`src/rtl/feature_map_collector.sv`:
```
// Feature-map frame buffer: captures one DEPTH-sample frame from the valid-only pooling
// stream, then replays it downstream over ready/valid with a last marker. Optional macro FMC_RELU_EN.
module feature_map_collector #(
  parameter int DATA_W = 16,
  parameter int DEPTH  = 169,
  parameter int ADDR_W = 8
) (
  input  logic              clk,
  input  logic              reset,
  input  logic [DATA_W-1:0] in_data,
  input  logic              in_valid,
  output logic [DATA_W-1:0] out_data,
  output logic              out_valid,
  input  logic              out_ready,
  output logic              out_last,
  output logic              frame_done,
  output logic              overflow,
  output logic [ADDR_W-1:0] wr_count
);

  localparam logic [ADDR_W-1:0] LAST_IDX = ADDR_W'(DEPTH - 1);

  typedef enum logic {FILL, DRAIN} state_t;

  state_t            state_q, state_d;
  logic [ADDR_W-1:0] wrPtr_q, wrPtr_d;
  logic [ADDR_W-1:0] rdPtr_q, rdPtr_d;
  logic [ADDR_W-1:0] wrCount_q, wrCount_d;
  logic              outValid_q, outValid_d;
  logic              outLast_q, outLast_d;
  logic              frameDone_q, frameDone_d;
  logic              overflow_q, overflow_d;

  logic              memWe;
  logic [ADDR_W-1:0] memWaddr;
  logic [DATA_W-1:0] memWdata;
  logic [ADDR_W-1:0] rdPtrInc;
  logic              xfer;

  logic [DATA_W-1:0] mem [DEPTH];

  // ReLU is folded into the capture path so it costs no extra cycle.
`ifdef FMC_RELU_EN
  assign memWdata = in_data[DATA_W-1] ? '0 : in_data;
`else
  assign memWdata = in_data;
`endif

  assign xfer     = outValid_q & out_ready;
  assign rdPtrInc = rdPtr_q + 1'b1;

  always_comb begin
    state_d     = state_q;
    wrPtr_d     = wrPtr_q;
    rdPtr_d     = rdPtr_q;
    wrCount_d   = wrCount_q;
    outValid_d  = outValid_q;
    outLast_d   = outLast_q;
    frameDone_d = 1'b0;
    overflow_d  = overflow_q;
    memWe       = 1'b0;
    memWaddr    = wrPtr_q;
    unique case (state_q)
      FILL: begin
        if (in_valid) begin
          memWe     = 1'b1;
          wrCount_d = wrCount_q + 1'b1;
          if (wrPtr_q == LAST_IDX) begin
            state_d     = DRAIN;
            wrPtr_d     = '0;
            frameDone_d = 1'b1;
            outValid_d  = 1'b1;
            outLast_d   = (rdPtr_q == LAST_IDX);
          end else begin
            wrPtr_d = wrPtr_q + 1'b1;
          end
        end
      end
      DRAIN: begin
        // A sample arriving with the final transfer opens the next frame instead of being dropped.
        if (xfer && outLast_q) begin
          state_d    = FILL;
          rdPtr_d    = '0;
          outValid_d = 1'b0;
          outLast_d  = 1'b0;
          if (in_valid) begin
            memWe     = 1'b1;
            memWaddr  = '0;
            wrPtr_d   = ADDR_W'(1);
            wrCount_d = ADDR_W'(1);
          end else begin
            wrPtr_d   = '0;
            wrCount_d = '0;
          end
        end else begin
          if (in_valid) begin
            overflow_d = 1'b1;
          end
          if (xfer) begin
            rdPtr_d   = rdPtrInc;
            outLast_d = (rdPtrInc == LAST_IDX);
          end
        end
      end
      default: state_d = FILL;
    endcase
  end

  always_ff @(posedge clk or posedge reset) begin
    if (reset) begin
      state_q     <= FILL;
      wrPtr_q     <= '0;
      rdPtr_q     <= '0;
      wrCount_q   <= '0;
      outValid_q  <= 1'b0;
      outLast_q   <= 1'b0;
      frameDone_q <= 1'b0;
      overflow_q  <= 1'b0;
    end else begin
      state_q     <= state_d;
      wrPtr_q     <= wrPtr_d;
      rdPtr_q     <= rdPtr_d;
      wrCount_q   <= wrCount_d;
      outValid_q  <= outValid_d;
      outLast_q   <= outLast_d;
      frameDone_q <= frameDone_d;
      overflow_q  <= overflow_d;
    end
  end

  // Buffer contents deliberately survive reset; pointers alone define what is valid.
  always_ff @(posedge clk) begin
    if (memWe) begin
      mem[memWaddr] <= memWdata;
    end
  end

  assign out_data   = outValid_q ? mem[rdPtr_q] : '0;
  assign out_valid  = outValid_q;
  assign out_last   = outLast_q;
  assign frame_done = frameDone_q;
  assign overflow   = overflow_q;
  assign wr_count   = wrCount_q;

endmodule

```
`config.mk`:
```
export PLATFORM = sky130hd
export DESIGN_NAME = feature_map_collector
export DESIGN_NICKNAME = d
export VERILOG_FILES = /design/src/rtl/feature_map_collector.sv
export SDC_FILE = /design/constraint.sdc
export NUM_CORES = 2
export LEC_CHECK = 0
export CAP_MARGIN = 20
export CORE_MARGIN = 2
export CORE_UTILIZATION = 50
export DETAILED_ROUTE_END_ITERATION = 16
export PLACE_DENSITY = 0.65
export SLEW_MARGIN = 20
export SYNTH_ARGS = -nofsm -noshare
export SYNTH_HDL_FRONTEND = slang
export SYNTH_SLANG_ARGS = --single-unit
```
`constraint.sdc`:
```
create_clock -name clk -period 3.79 [get_ports clk]
set_clock_uncertainty 0.1 [all_clocks]
set_input_delay 0.5685 -clock clk [delete_from_list [all_inputs] [get_ports clk]]
set_output_delay 0.5685 -clock clk [all_outputs]
set_load 0.05 [all_outputs]
```
==> metrics <==
CP Class flip-flop to output port; CP startpoint kind flip-flop; leading area contributor after synthesis edfxtp_1; Synth area leaders edfxtp_1 (77%), mux4_2 (15%), mux2i_1 (1.8%); top cell type's share of synthesized area just under 80%; Worst R2R End mem[21][1]$_DFFE_PP_; Cell Area, Placed 115000 µm²; Fmax achieved a little over 200 MHz; failing checks negative setup slack; Final Setup Violations 16; Area Overhead vs Synth 20.3%; outcome complete, but fails checks; CTS max path bufs 4; cts bufs inserted 291; Synth top cells by count edfxtp_1 (2704), mux4_2 (693), nor2_1 (228); crit share post-route 127%; initial antenna violation count 6; Reg2Reg Depth 8; Final GP Congestion 0.844; core area 210000 µm²; Die ar. 215000 µm²; Min-Delay Path Class input port to flip-flop; grt ovf 0; clock root buffer clkbuf_16; number of port buffers between 40 and 50; Critical Path RT between 3 and 4 ns; Worst Hold End mem[150][2]$_DFFE_PP_; Initial Util 50.3%; Yosys warning total 0; TritonRoute pass-1 iters 6; total number of vias 54416; HPWL Detailed approximately 170000 µm; r2r setup slk 0.62 ns; routed len/inst between 30 and 40 µm; Mean Syn Cell Area 22.4 µm²; Post-route DRC 0; Max-Cap Viols 0; Design Area, Final 127000 µm²; Post-synth EDFFs 2704; unrepaired setup endpoints after global routing true; Slew Viols, Final 0; Setup TNS -14.20 ns; CP endpoint kind output port; share of cells above drive strength 1 37.1%; Core Rows 168; GRT Resource Usage Total 26.3%; Vias/cell 6.33; Max IR drop VDD 0.353 mV; Hold Startpoint in_data[2]; Die W 463 µm; # fillers 14513; register area share after synthesis 77.6%; TritonCTS clock tree built; relative slew slack roughly a quarter; worst reg2reg path startpoint out_last$_DFFE_PP0P_; final hold violations 0; clk slew on worst S/H paths 0.06 ns; Post-Syn Area 106000 µm²; clk sink count 2733; WHS Path Cells 1; Die Y around 460 µm; residual antenna-violating net count after detailed routing 0; global-route wire length before repair 401000 µm; Skew-Pair Late Insertion Delay 0.92 ns; Final min period between 4 and 5 ns; H-Tree Depth 5; asr flop ratio synth 1.06%; Pwr per Cell Area between 600 and 700 nW/µm²; fin worst setup slack -1.04 ns; pre-CTS setup slack -0.578 ns; final net count 5605; Worst Tran Pin Value 1.15 ns; Synth Flop Type edfxtp_1; Post-Syn Instances 4717; Worst Path Max Fanout 6; post-synth net total around 4700; vias in the first global route 53768; most frequent cell after synthesis edfxtp_1; # IOs 48; largest net degree at the start of global routing 133; synthesis-stage register bit count 2733; Initial DRC Count a little over 8000; WP data arrival 4.16 ns; Synth cell types 63; Leakage approximately 0.040 µW; final wirelength 283000 µm
[cell type report]
type | instances | area, µm² | share of cell area (%)
tap | 2805 | 3510 | 2.76
multi-input combinational | 1708 | 23600 | 18.6
sequential | 2733 | 81900 | 64.5
timing repair buffer | 834 | 9260 | 7.29
clock inverter | 134 | 977 | 0.769
clock buffer | 364 | 7680 | 6.05
antenna | 5 | 12.5 | 0.00985
inverter | 12 | 45.0 | 0.0355
[cells by family after synthesis]
family	count (synthesis)	synth area share (%)
DFF	2733	77.6
muxes	886	16.6
and+or+nand+nor	484	2.02
AOI/OAI and AO/OA	326	2.14
buffers and inverters	276	1.49
xor gates and xnor gates	7	0.0581
adders and majority gates	5	0.0593
[worst max-delay path: stages, from the launching register on]
cell and delay [ns]:
dfrtp_4 0.45, buf_12 0.16, buf_12 0.16, mux4_2 0.52, mux4_2 0.56, o22a_4 0.28, nor4_4 0.79, a2111oi_4 0.11
buf_12 0.20
[cell usage in the layout (no fill, tap or decap), types with 11 or more instances in the layout]
| cell type | n |
|---|---|
| buf_4 | 575 |
| buf_12 | 148 |
| a21oi_1 | 25 |
| buf_16 | 26 |
| nor3_1 | 14 |
| bufinv_16 | 13 |
| nand2b_1 | 11 |
| o22ai_1 | 42 |
| clkinv_1 | 67 |
| clkinv_2 | 39 |
| o21ai_2 | 13 |
| a22oi_1 | 36 |
| o211ai_1 | 13 |
| nor2b_1 | 19 |
| clkbuf_1 | 67 |
| nor2_2 | 73 |
| o21ai_1 | 12 |
| mux4_2 | 693 |
| clkbuf_16 | 304 |
| nand3_1 | 28 |
| clkdlybuf4s50_1 | 15 |
| mux2i_4 | 11 |
| nand2_1 | 104 |
| dfrtp_1 | 23 |
| a22oi_2 | 17 |
| buf_6 | 41 |
| mux2i_1 | 160 |
| edfxtp_1 | 2704 |
| o22ai_2 | 14 |
| o21ai_0 | 38 |
| mux2i_2 | 16 |
| nor2_1 | 154 |
[per-stage QoR]
stage / hold slack, ns / cells / utilization [%] / power (µW)
final: 0.0332 / 8595 / 60.5 / 77500
after global routing: 0.0557 / 8595 / 60.5 / 79900
after CTS: 0.0178 / 8555 / 60.2 / 77300
after detailed placement: 0.440 / 7970 / 54.8 / 48900
after global placement: 0.436 / 7970 / 54.8 / 48800
after floorplan: 0.404 / 4717 / - / 43300
[what timing repair did]
action	4_1_cts	5_1_grt
hold buffers	2	1
gates resized for setup	260	87
buffers inserted	67	38
hold endpoints to repair	41	17
cloned	20	6
pin swaps	49	46
endpoints found under the setup margin	16	16
[sequential cells by signal (all words and copies together) (netlist names)]
register    count
rdPtr_q         8
mem          2704
wr_count        8
out_valid       1
overflow        1
out_last        1
wrPtr_q         8
frame_done      1
state_q         1
[worst max path at each step]
stage | endpoint | cells past startpoint | from | slack, ns
6_report | out_data[11] | 8 | rdPtr_q[0]$_DFFE_PP0P_ | -1.04
5_1_grt | out_data[4] | 14 | rdPtr_q[0]$_DFFE_PP0P_ | -1.01
4_1_cts | out_data[1] | 14 | rdPtr_q[0]$_DFFE_PP0P_ | -0.95
3_5_place_dp | out_data[9] | 12 | rdPtr_q[0]$_DFFE_PP0P_ | -0.58
3_3_place_gp | out_data[12] | 11 | rdPtr_q[0]$_DFFE_PP0P_ | -0.78
2_1_floorplan | out_data[5] | 9 | rdPtr_q[1]$_DFFE_PP0P_ | 0.09
[power by group]
group,switching [µW],internal (µW),leakage [µW]
combinational,8210,9250,0.0110
sequential,183,33500,0.0247
clock,11200,15200,0.00423
total,19600,58000,0.0399
[routing by layer]
layer / share of wire (%) / track usage (%)
met4: 3.5 / 9.02
met5: 0.0046 / 0
met2: 48 / 41.0
met3: 9.8 / 4.47
met1: 39 / 38.1
Note: power is estimated with default switching activity, not from simulation.
